<file path="src/rtl/jtcontra_gfx_pkg.sv">
// Shared definitions for the 007121 graphics ROM slot: FSM states and cache geometry.
package jtcontra_gfx_pkg;

    localparam int unsigned NENTRY = 2;

    typedef enum logic [1:0] {
        IDLE = 2'd0,
        REQ  = 2'd1,
        WAIT = 2'd2
    } state_t;

endpackage

</file>
<file path="src/rtl/jtcontra_gfx_romslot_if.sv">
// Graphics ROM request bus plus SDRAM read handshake seen by one ROM slot.
interface jtcontra_gfx_romslot_if #(
    parameter int AW  = 18,
    parameter int SAW = 22
);
    logic           downloading;
    logic           rom_cs;
    logic [AW-1:0]  rom_addr;
    logic [15:0]    rom_data;
    logic           rom_ok;
    logic           sdram_req;
    logic [SAW-1:0] sdram_addr;
    logic           sdram_ack;
    logic           sdram_dst;
    logic [15:0]    sdram_din;

    // Environment side: graphics chip, SDRAM controller and download logic
    modport master (
        output downloading, rom_cs, rom_addr, sdram_ack, sdram_dst, sdram_din,
        input  rom_data, rom_ok, sdram_req, sdram_addr
    );

    // ROM slot side
    modport slave (
        input  downloading, rom_cs, rom_addr, sdram_ack, sdram_dst, sdram_din,
        output rom_data, rom_ok, sdram_req, sdram_addr
    );

endinterface

</file>
<file path="src/rtl/jtcontra_gfx_romslot.sv">
// SDRAM-side responder for the 007121 graphics ROM bus.
// Two-entry tagged word cache in flops; misses are fetched over req/ack/dst.
module jtcontra_gfx_romslot
    import jtcontra_gfx_pkg::*;
#(
    parameter int             AW     = 18,
    parameter int             SAW    = 22,
    parameter logic [SAW-1:0] OFFSET = '0
) (
    input  logic                   rst,
    input  logic                   clk,
    jtcontra_gfx_romslot_if.slave  bus
);

    logic [NENTRY-1:0] r_valid;
    logic [AW-1:0]     r_tag  [NENTRY];
    logic [15:0]       r_data [NENTRY];
    logic              r_lru;
    state_t            r_state;
    logic [AW-1:0]     r_pend;
    logic              r_req;
    logic [SAW-1:0]    r_saddr;
    logic              r_ok;
    logic [15:0]       r_rdata;

    logic [NENTRY-1:0] w_hit_vec;
    logic              w_hit;
    logic              w_hit_idx;
    logic [15:0]       w_hit_data;
    logic              w_lookup_ok;
    logic              w_fill;

    // Tag compare against the current address using pre-fill cache contents
    always_comb begin
        w_hit_vec    = '0;
        w_hit_vec[0] = r_valid[0] && (r_tag[0] == bus.rom_addr);
        w_hit_vec[1] = r_valid[1] && (r_tag[1] == bus.rom_addr);
        w_hit        = |w_hit_vec;
        w_hit_idx    = w_hit_vec[1];
        w_hit_data   = r_data[w_hit_idx];
        w_lookup_ok  = bus.rom_cs && w_hit && !bus.downloading;
        w_fill       = (r_state == WAIT) && bus.sdram_dst && !bus.downloading;
    end

    // Cache array and replacement pointer; a fill's LRU flip overrides a same-cycle hit update
    always_ff @(posedge clk or posedge rst) begin
        if (rst) begin
            r_valid <= '0;
            r_tag   <= '{default: '0};
            r_data  <= '{default: '0};
            r_lru   <= 1'b0;
        end else begin
            if (w_lookup_ok) begin
                r_lru <= ~w_hit_idx;
            end
            if (w_fill) begin
                r_tag[r_lru]   <= r_pend;
                r_data[r_lru]  <= bus.sdram_din;
                r_valid[r_lru] <= 1'b1;
                r_lru          <= ~r_lru;
            end
            if (bus.downloading) begin
                r_valid <= '0;
            end
        end
    end

    // Registered hit response; data holds its last value while ok is low
    always_ff @(posedge clk or posedge rst) begin
        if (rst) begin
            r_ok    <= 1'b0;
            r_rdata <= '0;
        end else begin
            r_ok <= w_lookup_ok;
            if (w_lookup_ok) begin
                r_rdata <= w_hit_data;
            end
        end
    end

    // Miss fetch FSM: an accepted fetch always runs to its data strobe
    always_ff @(posedge clk or posedge rst) begin
        if (rst) begin
            r_state <= IDLE;
            r_pend  <= '0;
            r_req   <= 1'b0;
            r_saddr <= '0;
        end else begin
            case (r_state)
                IDLE: begin
                    if (bus.rom_cs && !w_hit && !bus.downloading) begin
                        r_state <= REQ;
                        r_pend  <= bus.rom_addr;
                        r_req   <= 1'b1;
                        r_saddr <= OFFSET + SAW'(bus.rom_addr);
                    end
                end
                REQ: begin
                    if (bus.sdram_ack) begin
                        r_req   <= 1'b0;
                        r_state <= WAIT;
                    end
                end
                WAIT: begin
                    if (bus.sdram_dst) begin
                        r_state <= IDLE;
                    end
                end
                default: begin
                    r_state <= IDLE;
                    r_req   <= 1'b0;
                end
            endcase
        end
    end

    assign bus.rom_ok     = r_ok;
    assign bus.rom_data   = r_rdata;
    assign bus.sdram_req  = r_req;
    assign bus.sdram_addr = r_saddr;

endmodule
</file>
<file path="src/flat_wrapper.sv">
// flat-port wrapper written by rule: the top's interface ports become plain ports
module jtcontra_gfx_romslot_flat import jtcontra_gfx_pkg::*;
#(
    parameter int             AW     = 18,
    parameter int             SAW    = 22,
    parameter logic [SAW-1:0] OFFSET = '0
)
  (rst, clk, bus_downloading, bus_rom_cs, bus_rom_addr, bus_sdram_ack, bus_sdram_dst, bus_sdram_din, bus_rom_data, bus_rom_ok, bus_sdram_req, bus_sdram_addr);
  jtcontra_gfx_romslot_if #(.AW(AW), .SAW(SAW)) bus_i ();
  input  logic rst;
  input  logic clk;
  input wire logic [$bits(bus_i.downloading)-1:0] bus_downloading;
  input wire logic [$bits(bus_i.rom_cs)-1:0] bus_rom_cs;
  input wire logic [$bits(bus_i.rom_addr)-1:0] bus_rom_addr;
  input wire logic [$bits(bus_i.sdram_ack)-1:0] bus_sdram_ack;
  input wire logic [$bits(bus_i.sdram_dst)-1:0] bus_sdram_dst;
  input wire logic [$bits(bus_i.sdram_din)-1:0] bus_sdram_din;
  output wire logic [$bits(bus_i.rom_data)-1:0] bus_rom_data;
  output wire logic [$bits(bus_i.rom_ok)-1:0] bus_rom_ok;
  output wire logic [$bits(bus_i.sdram_req)-1:0] bus_sdram_req;
  output wire logic [$bits(bus_i.sdram_addr)-1:0] bus_sdram_addr;
  assign bus_i.downloading = bus_downloading;
  assign bus_i.rom_cs = bus_rom_cs;
  assign bus_i.rom_addr = bus_rom_addr;
  assign bus_i.sdram_ack = bus_sdram_ack;
  assign bus_i.sdram_dst = bus_sdram_dst;
  assign bus_i.sdram_din = bus_sdram_din;
  assign bus_rom_data = bus_i.rom_data;
  assign bus_rom_ok = bus_i.rom_ok;
  assign bus_sdram_req = bus_i.sdram_req;
  assign bus_sdram_addr = bus_i.sdram_addr;
  jtcontra_gfx_romslot #(.AW(AW), .SAW(SAW), .OFFSET(OFFSET)) u_core (.rst(rst), .clk(clk), .bus(bus_i));
endmodule
</file>
<file path="config.mk">
export PLATFORM = sky130hd
export DESIGN_NAME = jtcontra_gfx_romslot_flat
export DESIGN_NICKNAME = d
export VERILOG_FILES = /design/src/rtl/jtcontra_gfx_pkg.sv /design/src/rtl/jtcontra_gfx_romslot_if.sv /design/src/rtl/jtcontra_gfx_romslot.sv /design/src/flat_wrapper.sv
export SDC_FILE = /design/constraint.sdc
export NUM_CORES = 1
export LEC_CHECK = 0
export CAP_MARGIN = 15
export CELL_PAD_IN_SITES_DETAIL_PLACEMENT = 0
export CELL_PAD_IN_SITES_GLOBAL_PLACEMENT = 1
export CORE_MARGIN = 3
export CORE_UTILIZATION = 44
export CTS_CLUSTER_SIZE = 24
export DETAILED_ROUTE_END_ITERATION = 8
export MAX_ROUTING_LAYER = met4
export PLACE_DENSITY = 0.88
export SETUP_SLACK_MARGIN = 0.4
export SLEW_MARGIN = 15
export SYNTH_ARGS = -nofsm -noshare
export SYNTH_HDL_FRONTEND = slang
export SYNTH_SLANG_ARGS = --single-unit
</file>
<file path="constraint.sdc">
create_clock -name clk -period 4 [get_ports clk]
set_input_delay 0.6 -clock clk [delete_from_list [all_inputs] [get_ports clk]]
set_output_delay 0.6 -clock clk [all_outputs]
set_load 0.005 [all_outputs]
</file>
---- Yosys cells after proc, flatten, opt, wreduce, memory -nomap -nowiden ----
Cells that the tools add are included.
operators by class
  mux-type cells .......................... 22
  reduce and logical (&&, ||, !) cells .... 19
  equal/unequal tests ..................... 7
  bitwise operators ....................... 6
  order comparisons ....................... 5
operator list
  kind                count
  $mux 16             4
  $bwmux 36           1
  $eq 18x18->1        2
  $bwmux 32           1
  $demux 18 s1        1
  $mux 18             1
  $demux 16 s1        1
  $logic_and 1x1->1   10
  $mux 2              5
  $pmux 2 s3          1
  $reduce_and 3->1    2
  $mux 1              5
  $ge 2x2->1 const B  2
  $ne 2x2->1 const B  2
  $not 1->2           2
  $reduce_bool 2->1   2
  $not 1->1           3
  $pmux 1 s3          1
  $eq 2x1->1 const B  1
  $eq 2x2->1 const B  1
  $logic_not 1->1     2
  $logic_not 2->1     1
  $lt 1x2->1 const B  1
  $lt 2x1->1 const B  1
  6 further kinds     6
storage, ports and cells
  output and inout port bits .............. 40
  word-level logic and storage cells ...... 70
  flip-flop bits (word level) ............. 109
  input bits .............................. 40

---- Longest topological paths before layout ----
  word-level depth ........................ 8
  mapped depth ............................ 7
  gate-level depth less buffers ........... 6

---- Least setup slack after synthesis ----
No wires, ideal clock.
  path kind ............................... input -> register
  start point ............................. in bus_rom_addr[13]
  end point ............................... reg u_core.r_rdata[0] (netlist: u_core.bus.rom_data[0])
  slack ................................... 1977 ps
  setup time .............................. 125 ps
  stages on the path ...................... 7
  arrival ................................. 1898 ps
  required time ........................... 3875 ps
  path through ............................ xnor2_1 -> nand3_1 -> nor3_1 -> nand2_1 -> a21oi_4 -> buf_6 -> mux2_4
on the way
  cells in the longest elaborated chain, start to end .. 6
  elaborated cells between the ends (all ways) .. 11
  those cells by class .................... 2 x eq/ne; 3 x mux; 1 x bitwise; 5 x reduce/logical
ends and longest elaborated chain
  what                                         RTL line                    RTL
  from (decl)                                  flat_wrapper.sv:14          input wire logic [$bits(bus_i.rom_addr)-1:0] bus_rom_addr;
  $eq 18x18->1                                 jtcontra_gfx_romslot.sv:37  w_hit_vec[1] = r_valid[1] && (r_tag[1] == bus.rom_addr);
  $logic_and 1x1->1                            jtcontra_gfx_romslot.sv:37
  $not 1->2 (implied by the code)              jtcontra_gfx_romslot.sv:40  w_hit_data = r_data[w_hit_idx];
  $mux 16 (implied by the code) (3 in series)  jtcontra_gfx_romslot.sv:40
  to (signal assigned)                         jtcontra_gfx_romslot.sv:76  r_rdata <= w_hit_data;
  to (decl)                                    jtcontra_gfx_romslot.sv:24  logic [15:0] r_rdata;
Several ways; a longest one is shown, not always the timed one. The select of a mux whose other input is x is not followed.
A chain may end at the register's enable or synchronous reset.

---- Final worst setup path ----
  start point ............................. in bus_rom_addr[0]
  end point ............................... reg u_core.r_pend[1]
on the way
  cells in the longest elaborated chain, start to end .. 7
  elaborated cells between the ends (all ways) .. 9
  those cells by class .................... 2 x eq/ne; 7 x reduce/logical
ends and longest elaborated chain
  what                                         RTL line                                                RTL
  $eq 18x18->1, on equally long branches       jtcontra_gfx_romslot.sv:37, jtcontra_gfx_romslot.sv:36
  $logic_and 1x1->1, on equally long branches  jtcontra_gfx_romslot.sv:37, jtcontra_gfx_romslot.sv:36
  $reduce_or 2->1 (*)                          jtcontra_gfx_romslot.sv:38                              w_hit = |w_hit_vec;
  $logic_not 1->1 (*)                          jtcontra_gfx_romslot.sv:91                              if (bus.rom_cs && !w_hit && !bus.downloading) begin
  $logic_and 1x1->1 (*) (2 in series)          jtcontra_gfx_romslot.sv:91
  $reduce_and 2->1 (no line) (*)               --
  to (signal assigned)                         jtcontra_gfx_romslot.sv:93                              r_pend <= bus.rom_addr;
  to (decl)                                    jtcontra_gfx_romslot.sv:20                              logic [AW-1:0] r_pend;
Every way passes the cells marked *; elsewhere a longest branch is shown, timed or not.

==> results.py <==
metrics = {
    "sta": {
        "clock.fmax_mhz": 368.7,
        "maxSlewViolCount": 0,
        "finalCritPeriodShare_pct": 67.81,
        "fin_crit_ns": 2.712,
        "maxSlewHeadroom_pct": 34.43,
        "whs_ns": 0.5118,
        "clock_skew_ns": 0.02183,
        "tns_ns": 0,
        "layout_setup_ws_ns": 1.288,
        "setup_viol": 0,
        "rsz0062_at_grt": "no",
        "hold_viol": 0,
        "worst_slew_pin_slew_ns": 0.9801,
    },
    "global_route": {
        "grt_antenna_before_repair": 0,
        "grt_pass1_vias": 3092,
        "grt_use_total_pct": 17.07,
        "grt_pass1_wl_um": 16370,
        "grt_remaining_overflow": 0,
        "grt_max_degree": 79,
    },
    "cts": {
        "cts.sinks": 109,
        "postCtsHoldBufs": 0,
        "ctsHtreeMaxLevel": 3,
        "cts_tree": "built",
        "clock_latency_ns": 0.38,
        "cts_resized": 0,
        "clkTransAtPathRegs_ns": 0.10,
        "clock_path_buffers": 2,
        "numCtsBuffers": 9,
        "root_buffer": "clkbuf_8",
        "post_cts_buffers": 0,
    },
    "run": {
        "drv_cap": 0,
    },
    "synthesis": {
        "synth_top_cell_area_share_pct": 55.78,
        "synth_area_leaders": "dfrtp_1 (56%), mux2_2 (23%), xnor2_1 (6.4%), mux2_4 (6.1%), nand4_1 (2.2%)",
        "synthCells": 333,
        "synth_largest_area_cell": "dfrtp_1",
        "synth_cell_types": 28,
        "synth_seq_area_share_pct": 55.78,
        "yosysWarnings": 0,
        "synth_area_um2": 4890,
        "syn-mean-instance-area_um2": 14.68,
        "synth_seq_cells": 109,
    },
    "power": {
        "power_density_nw_per_um2": 575.6,
        "ir_drop_v": 0.0002528,
        "power_leakage_nw": 2.581,
    },
    "final_layout": {
        "multi_input_area_um2": 2053,
        "filler_cell_count": 862,
        "layout-drive-gt1-share_pct": 35.10,
        "syn2layout_area_growth_pct": 21.83,
        "antenna_cells": 0,
        "final_common_cell": "dfrtp_1",
        "mostFrequentLayoutCells": "dfrtp_1 (109), mux2_2 (98), clkdlybuf4s50_1 (75), xnor2_1 (36), mux2_4 (20)",
        "ff_latch_area_um2": 2728,
        "finalNetCount": 451,
        "final_util_pct": 56.44,
    },
    "status": {
        "status": "finished clean",
    },
    "setup_path": {
        "critPathMaxFanout": 14,
        "end_kind": "flip-flop",
        "critPathLaunchType": "primary input",
        "cp.required_ns": 4.26,
        "arrival_ns": 2.97,
        "path_class": "in -> reg",
    },
    "placed_design": {
        "io_buffers": 75,
        "place_hpwl_um": 6915,
        "pre_cts_slack_ns": 0.9300,
        "place_congestion": 0.8398,
    },
    "floorplanning": {
        "initial_core_util_pct": 46.33,
        "die_x_um": 111.4,
        "ios": 80,
        "core_um2": 10560,
        "fp.dieH_um": 111.4,
        "die_area_um2": 12410,
        "rows": 37,
    },
    "detailed_routing": {
        "wirelength_met1_um": 4553,
        "top_layer_used": "met4",
        "vias": 2883,
        "ant_nets": 0,
        "wl_met2_um": 4746,
        "via_per_inst": 5.223,
        "wl_met3_um": 373,
        "remaining_drc_errors": 0,
        "wl_per_cell_um": 17.70,
        "first_pass_iters": 4,
        "drtIter0Drc": 100,
        "wl_um": 9773,
    },
    "hold_path": {
        "hold_path.class": "reg -> reg",
    },
}
-- critical path, cell delays in order --
cell and delay, ns:
clkdlybuf4s50_1 0.48, xnor2_1 0.31, nand4_1 0.15, nor4_1 0.31, nand4_1 0.15, nand3_1 0.28
buf_4 0.32, mux2_2 0.36
-- final timing paths --
kind	end	slack, ns	startpoint	depth (start not counted)
max	u_core.r_pend[1]$_DFFE_PP0P_	1.29	bus_rom_addr[0]	8
min	u_core.r_data[26]$_DFFE_PP0P_	0.51	u_core.r_data[26]$_DFFE_PP0P_	1
max reg2reg	u_core.r_pend[1]$_DFFE_PP0P_	1.59	u_core.r_tag[21]$_DFFE_PP0P_	7
min in group asynchronous	u_core.bus.rom_data[7]$_DFFE_PP0P_	0.78	rst	2
min reg2reg	u_core.r_data[26]$_DFFE_PP0P_	0.51	u_core.r_data[26]$_DFFE_PP0P_	1
max in group asynchronous	u_core.r_data[25]$_DFFE_PP0P_	2.41	rst	3
-- sequential cells by signal, indices dropped and copies added, names as in the netlist --
register / cells
u_core.r_data: 32
u_core.r_pend: 18
u_core.r_tag: 36
u_core.r_lru: 1
u_core.r_state: 2
u_core.r_valid: 2
u_core.bus.rom_data: 16
u_core.bus.sdram_req: 1
u_core.bus.rom_ok: 1
-- through the flow --
stage	cell area, um^2	std cells	total power (W)
floorplan	4901	336	0.002406
global placement	5762	536	0.002738
detailed placement	5762	536	0.002796
CTS	5957	552	0.003458
global route	5957	552	0.003641
finish	5957	552	0.003429
-- cells in the mapped netlist --
master and n:
dfrtp_1 109, mux2_2 98, xnor2_1 36, mux2_4 20, nand4_1 17, buf_4 10, nand2_1 5, inv_1 4
nand3_1 4, buf_2 3, nor3_1 3, o21ai_0 3, buf_6 2, nand2b_1 2, nor2_1 2, nor2_2 2
o31a_1 2, a21o_1 1, a21oi_1 1, a21oi_4 1, and3_2 1, conb_1 1, nand2_2 1, nand3_4 1
nor2b_1 1, nor3b_1 1, nor4_1 1, o22ai_1 1
-- cell families after synthesis --
family | count (synthesis) | share of synthesized area (%)
multiplexers | 118 | 28.71
AO/OA/AOI/OAI | 9 | 1.382
flip-flops | 109 | 55.78
XOR/XNOR | 36 | 6.448
buffers and inverters | 19 | 2.610
other | 1 | 0.07669
AND/OR/NAND/NOR | 41 | 4.990
-- where the power goes --
group,switching [W],internal (W),leakage [nW]
Clock,0.000403,0.000262,0.102
Sequential,0.000260,0.00149,1.40
Combinational,0.000356,0.000657,1.08
-- metal layers --
metal	track usage, %	vias up
met5	-	-
met4	4.623	0
met3	3.098	6
met2	26.22	62
met1	23.58	1477
li1	-	1338
-- layout make-up --
type	instances	share of cell area [%]
Sequential cell	109	45.79
Multi-Input combinational cell	208	34.47
Timing Repair Buffer	79	13.32
Tap cell	136	2.857
Clock buffer	10	2.310
Clock inverter	6	0.9662
Inverter	4	0.2941
Power figures use the tool's default switching activity.
